[src/rtl/counter_tick_pkg.sv]
// rtl/counter_tick_pkg.sv - shared types for the counter tick controller (optional COUNTER_TICK_PWM_EN)
package counter_tick_pkg;

  typedef enum logic [1:0] {IDLE, RUN, DONE} state_e;

  localparam int DEFAULT_WIDTH = 26;

  typedef struct packed {
    logic [DEFAULT_WIDTH-1:0] period;
    logic                     oneshot;
`ifdef COUNTER_TICK_PWM_EN
    logic [DEFAULT_WIDTH-1:0] duty;
`endif
  } cfg_t;

endpackage

[src/rtl/counter_tick_shadow.sv]
// rtl/counter_tick_shadow.sv - active config register with shadow/pending path (optional COUNTER_TICK_PWM_EN)
module counter_tick_shadow
  import counter_tick_pkg::*;
#(
  parameter int               WIDTH        = DEFAULT_WIDTH,
  parameter logic [WIDTH-1:0] RESET_PERIOD = '0
) (
  input  logic             clk_i,
  input  logic             rst_i,
  input  logic             cfg_valid_i,
  output logic             cfg_ready_o,
  input  logic [WIDTH-1:0] cfg_period_i,
  input  logic             cfg_oneshot_i,
`ifdef COUNTER_TICK_PWM_EN
  input  logic [WIDTH-1:0] cfg_duty_i,
  output logic [WIDTH-1:0] duty_o,
  output logic [WIDTH-1:0] duty_nxt_o,
`endif
  input  logic             running_i,
  input  logic             apply_i,
  output logic [WIDTH-1:0] period_o,
  output logic             oneshot_o
);

  typedef struct packed {
    logic [WIDTH-1:0] period;
    logic             oneshot;
`ifdef COUNTER_TICK_PWM_EN
    logic [WIDTH-1:0] duty;
`endif
  } cfg_w_t;

  cfg_w_t active_q, active_d;
  cfg_w_t shadow_q, shadow_d;
  cfg_w_t incoming, reset_cfg;
  logic   pending_q, pending_d;
  logic   accept;

  always_comb begin
    reset_cfg        = '0;
    reset_cfg.period = RESET_PERIOD;
    incoming         = '0;
    incoming.period  = cfg_period_i;
    incoming.oneshot = cfg_oneshot_i;
`ifdef COUNTER_TICK_PWM_EN
    incoming.duty    = cfg_duty_i;
`endif
  end

  assign accept = cfg_valid_i && !pending_q;

  // Outside RUN a leftover shadow (captured on a stop or one-shot wrap) is flushed at once.
  always_comb begin
    active_d  = active_q;
    shadow_d  = shadow_q;
    pending_d = pending_q;
    if (!running_i) begin
      if (pending_q) begin
        active_d  = shadow_q;
        pending_d = 1'b0;
      end else if (accept) begin
        active_d = incoming;
      end
    end else begin
      if (apply_i && pending_q) begin
        active_d  = shadow_q;
        pending_d = 1'b0;
      end
      if (accept) begin
        shadow_d  = incoming;
        pending_d = 1'b1;
      end
    end
  end

  always_ff @(posedge clk_i or posedge rst_i) begin
    if (rst_i) begin
      active_q  <= reset_cfg;
      shadow_q  <= '0;
      pending_q <= 1'b0;
    end else begin
      active_q  <= active_d;
      shadow_q  <= shadow_d;
      pending_q <= pending_d;
    end
  end

  assign cfg_ready_o = !pending_q;
  assign period_o    = active_q.period;
  assign oneshot_o   = active_q.oneshot;
`ifdef COUNTER_TICK_PWM_EN
  assign duty_o      = active_q.duty;
  assign duty_nxt_o  = active_d.duty;
`endif

endmodule

[src/rtl/counter_tick_ctrl.sv]
// rtl/counter_tick_ctrl.sv - start/stop counter FSM with terminal-count tick and LED toggle (optional COUNTER_TICK_PWM_EN)
module counter_tick_ctrl
  import counter_tick_pkg::*;
#(
  parameter int               WIDTH        = DEFAULT_WIDTH,
  parameter logic [WIDTH-1:0] RESET_PERIOD = 26'h2FA_F07F
) (
  input  logic             CLK,
  input  logic             RESET,
  input  logic             cfg_valid,
  output logic             cfg_ready,
  input  logic [WIDTH-1:0] cfg_period,
  input  logic             cfg_oneshot,
`ifdef COUNTER_TICK_PWM_EN
  input  logic [WIDTH-1:0] cfg_duty,
  output logic             pwm,
`endif
  input  logic             start,
  input  logic             stop,
  output logic [WIDTH-1:0] count,
  output logic             tick,
  output logic             busy,
  output logic             led
);

  state_e           state_q, state_d;
  logic [WIDTH-1:0] count_q, count_d;
  logic             tick_q, tick_d;
  logic             led_q, led_d;
  logic [WIDTH-1:0] period_act;
  logic             oneshot_act;
  logic             running, at_term, apply;

  assign running = (state_q == RUN);
  assign at_term = (count_q == period_act);
  assign apply   = running && (at_term || stop);

`ifdef COUNTER_TICK_PWM_EN
  logic [WIDTH-1:0] duty_act, duty_nxt;
  logic             pwm_q, pwm_d;
`endif

  counter_tick_shadow #(
    .WIDTH        (WIDTH),
    .RESET_PERIOD (RESET_PERIOD)
  ) u_shadow (
    .clk_i         (CLK),
    .rst_i         (RESET),
    .cfg_valid_i   (cfg_valid),
    .cfg_ready_o   (cfg_ready),
    .cfg_period_i  (cfg_period),
    .cfg_oneshot_i (cfg_oneshot),
`ifdef COUNTER_TICK_PWM_EN
    .cfg_duty_i    (cfg_duty),
    .duty_o        (duty_act),
    .duty_nxt_o    (duty_nxt),
`endif
    .running_i     (running),
    .apply_i       (apply),
    .period_o      (period_act),
    .oneshot_o     (oneshot_act)
  );

  // stop outranks start and the terminal-count wrap.
  always_comb begin
    state_d = state_q;
    count_d = count_q;
    tick_d  = 1'b0;
    case (state_q)
      IDLE, DONE: begin
        count_d = '0;
        if (start && !stop) state_d = RUN;
      end
      RUN: begin
        if (stop) begin
          state_d = IDLE;
          count_d = '0;
        end else if (at_term) begin
          count_d = '0;
          tick_d  = 1'b1;
          if (oneshot_act) state_d = DONE;
        end else begin
          count_d = count_q + 1'b1;
        end
      end
      default: begin
        state_d = IDLE;
        count_d = '0;
      end
    endcase
    led_d = led_q ^ tick_d;
  end

`ifdef COUNTER_TICK_PWM_EN
  // Compared against next-cycle count/duty so pwm lines up with the count it describes.
  always_comb begin
    pwm_d = (state_d == RUN) && (count_d < duty_nxt);
  end

  always_ff @(posedge CLK or posedge RESET) begin
    if (RESET) pwm_q <= 1'b0;
    else       pwm_q <= pwm_d;
  end

  assign pwm = pwm_q;
`endif

  always_ff @(posedge CLK or posedge RESET) begin
    if (RESET) begin
      state_q <= IDLE;
      count_q <= '0;
      tick_q  <= 1'b0;
      led_q   <= 1'b0;
    end else begin
      state_q <= state_d;
      count_q <= count_d;
      tick_q  <= tick_d;
      led_q   <= led_d;
    end
  end

  assign count = count_q;
  assign tick  = tick_q;
  assign busy  = running;
  assign led   = led_q;

endmodule

[config.mk]
export PLATFORM = sky130hd
export DESIGN_NAME = counter_tick_ctrl
export DESIGN_NICKNAME = d
export VERILOG_FILES = /design/src/rtl/counter_tick_pkg.sv /design/src/rtl/counter_tick_shadow.sv /design/src/rtl/counter_tick_ctrl.sv
export SDC_FILE = /design/constraint.sdc
export NUM_CORES = 1
export LEC_CHECK = 0
export CAP_MARGIN = 25
export CORE_MARGIN = 3
export CORE_UTILIZATION = 54
export DETAILED_ROUTE_END_ITERATION = 6
export GPL_ROUTABILITY_DRIVEN = 1
export PLACE_DENSITY = 0.81
export RECOVER_POWER = 50
export SYNTH_ARGS = -nofsm -noshare
export SYNTH_HDL_FRONTEND = slang
export SYNTH_SLANG_ARGS = --single-unit
[constraint.sdc]
create_clock -name CLK -period 3.1 [get_ports CLK]
set_input_delay 0.62 -clock CLK [delete_from_list [all_inputs] [get_ports CLK]]
set_output_delay 0.62 -clock CLK [all_outputs]
set_load 0.01 [all_outputs]
==> results by group, run 1 <==
Synthesis
  – Largest family of logic cells by synthesized area: multiplexers
  – Netlist cell types: 31
  – Synth Register Bits: 85
  – Mean Syn Cell Area: 12.2 µm²
  – Post-synth EDFFs: 0
  – Mux cell area share after synthesis: 22.1%
  – Post-Synth XOR/XNOR Area: 10.9%
  – Post-Synth Adder-Cell Area: 0.304%
  – Synth async-reset ratio: 100%
  – Synth warn: 0
  – Compound-Gate Fraction of Synth Area: 1.64%
  – Sequential cell area fraction in the yosys report: 52.3%
  – Syn Nets: 370
  – Syn Inst Count: 337
  – Most frequently used flop master after synthesis: dfrtp_1
  – Synth Area in Simple Gates: 10.2%
  – Synthesized cell area: 0.00411 mm²

Status
  – Failing checks: max-capacitance violations, max-slew violations
  – Outcome: finished, violations left

Global routing
  – GRT Overall Usage: 20.7%
  – Global-route wire length before repair: 14,000 µm
  – Largest net degree at the start of global routing: 50
  – Antenna violations before repair: 0
  – Vias in the first global route: 2,871
  – Gr ovfl total: 0

Worst hold path
  – Min-Delay Path Depth: 1
  – HP Class: reg -> reg

Placed design
  – Detailed Place HPWL: 6020 µm
  – Routability Congestion: 0.832
  – # port buffers: 61

Clocking
  – # resized after CTS: 0
  – Clk buf depth: 2
  – Post-CTS Setup Bufs: 0
  – # H-tree levels: 3
  – Num Clock Sinks: 85
  – CTS buffer count: 9
  – Clock transition at path regs: 90 ps
  – Post-CTS Hold Buffers: 0
  – Root Driver: clkbuf_8
  – CTS tree: built
  – Worst skew pair latency: 350 ps

Die
  – Die H: 93.3 µm
  – Die ar.: 0.00870 mm²
  – Row cnt: 31
  – Std-Cell Core Area: 0.00733 mm²
  – Initial core utilization: 56.1%
  – IO Count: 62
  – Die X: 93.3 µm

Power and ir drop
  – Max rail drop VDD: 0.000328 V
  – Leakage: 2.04 nW
  – Total design power: 3.00 mW
  – Pwr dens: 590 mW/mm²

Routing
  – DRT Pass-1 Iters: 4
  – Final ANT Viol Nets: 0
  – DRC violations left: 0
  – 1st-iter DRT viols: 159
  – Total number of vias: 2,744
  – Drt total wl: 8580 µm
  – Avg Vias per Cell: 5.42
  – DR WL/cell: 17.0 µm

Finish
  – Commonest non-fill, non-tap cell in the layout: mux2_2
  – Antenna diode count: 0
  – Share of layout cells above drive strength 1: 27.8%
  – Area growth from synthesis to layout: 23.4%
  – Commonest cells after routing, fill and taps aside: mux2_2 (71), dfrtp_1 (67), clkdlybuf4s50_1 (59)
  – Nets: 435

Timing
  – Final min period: 2650 ps
  – Final Hold Viols: 0
  – F_max: 0.378 GHz
  – Pins Over Slew Limit: 66
  – Setup violators final: 0
  – Fin crit share: 85.4%
  – RSZ-0062 raised after global routing: false
  – Clock Skew: 15.6 ps
  – Setup TNS: 0 ps
  – Least-Margin Pin Slew: 1660 ps
  – Max-slew headroom: -11.4%

Critical path
  – Crit start category: input pin
  – Worst EP required: 3320 ps
  – CP peak stage delay: 1180 ps
  – Cell depth of the worst setup path: 4
  – Worst path top cell family by delay: buffers and inverters
  – Arr. time, crit path: 2870 ps
  – Critical path fanouts, max: 28
  – Reg2reg path depth: 5
  – CP bufs+invs: 2
  – Critical path, cell by cell: clkdlybuf4s50_1, and3_1, clkbuf_1, mux2_2
  – CP Capture Type: register
  – WS Path Type: in -> reg
  – Slowest cell on the critical path: clkbuf_1

Job
  – Max-Cap Viols: 2
[final timing paths]
path	start	endpoint	slack (ps)
hold reg to reg	led$_DFF_PP0_	led$_DFF_PP0_	480
setup reg to reg	state_q[1]$_DFFE_PP0P_	u_shadow.shadow_q[17]$_DFFE_PP0P_	460
setup / recovery	cfg_valid	u_shadow.shadow_q[17]$_DFFE_PP0P_	450
min in group asynchronous	RESET	u_shadow.shadow_q[13]$_DFFE_PP0P_	1140
hold / removal	led$_DFF_PP0_	led$_DFF_PP0_	480
max in group asynchronous	RESET	u_shadow.period_o[5]$_DFFE_PP1P_	1040
[registers in the layout (all words and copies together) (netlist names)]
| register | count |
|---|---|
| state_q | 2 |
| count | 26 |
| u_shadow.pending_q | 1 |
| tick | 1 |
| u_shadow.oneshot_o | 1 |
| led | 1 |
| u_shadow.shadow_q | 27 |
| u_shadow.period_o | 26 |
[layout make-up]
type	count	area (µm²)
Sequential cell	85	2150
Timing Repair Buffer	67	677
Inverter	11	42.5
Clock buffer	10	138
Fill cell	525	2250
Multi-Input combinational cell	228	1860
Tap cell	99	124
Clock inverter	6	86.3
[synth_stat cells (5+ instances only)]
| cell | count | area, µm² |
|---|---|---|
| xnor2_1 | 24 | 210 |
| nor4_1 | 9 | 56.3 |
| clkbuf_1 | 8 | 30.0 |
| nor3_1 | 10 | 50.1 |
| nor2_1 | 33 | 124 |
| nand3_1 | 7 | 35.0 |
| dfrtp_1 | 67 | 1680 |
| mux2_2 | 71 | 800 |
| nand4_1 | 5 | 31.3 |
| dfstp_2 | 18 | 473 |
| nand2_1 | 12 | 45.0 |
| mux2_1 | 8 | 90.1 |
| inv_1 | 11 | 41.3 |
| xor2_1 | 27 | 236 |
| and3_1 | 5 | 31.3 |
[per-layer routing]
layer	global-route usage, %	wire [µm]	vias up
met3	3.62	315	11
met2	33.2	4330	55
met4	6.96	110	0
met1	28.6	3820	1392
li1	-	-	1286
met5	0	0	-
[where the power goes]
part / leakage (nW) / switching [mW] / internal (mW)
sequential: 1.04 / 0.137 / 1.39
combinational: 0.884 / 0.245 / 0.358
clock: 0.112 / 0.390 / 0.475
total: 2.04 / 0.773 / 2.22
[stage by stage]
step	instances	area [µm²]	worst slack (ps)	hold WS, ps	utilization (%)
finish	506	5080	453	478	69.3
CTS	506	5080	595	480	69.3
global placement	490	4860	521	457	66.3
floorplan	337	4110	316	466	-
detailed placement	490	4860	454	468	66.3
global route	506	5080	265	489	69.3
[cell families (layout without fill, tap and decap cells)]
family / count (synthesis) / after routing
AO/OA/AOI/OAI: 7 / 7
AND/OR/NAND/NOR: 88 / 88
multiplexers: 81 / 81
adder cells (fa/ha/maj): 1 / 1
buffers and inverters: 24 / 94
XOR/XNOR: 51 / 51
flip-flops: 85 / 85
Note: power is estimated with default switching activity, not from simulation.
==> inputs of run 2 (changes only) <==
CTS_CLUSTER_SIZE = 8   (was not set)
==> results of run 2 <==
Same layout as run 1: the final DEF is identical, and so are final timing and power.
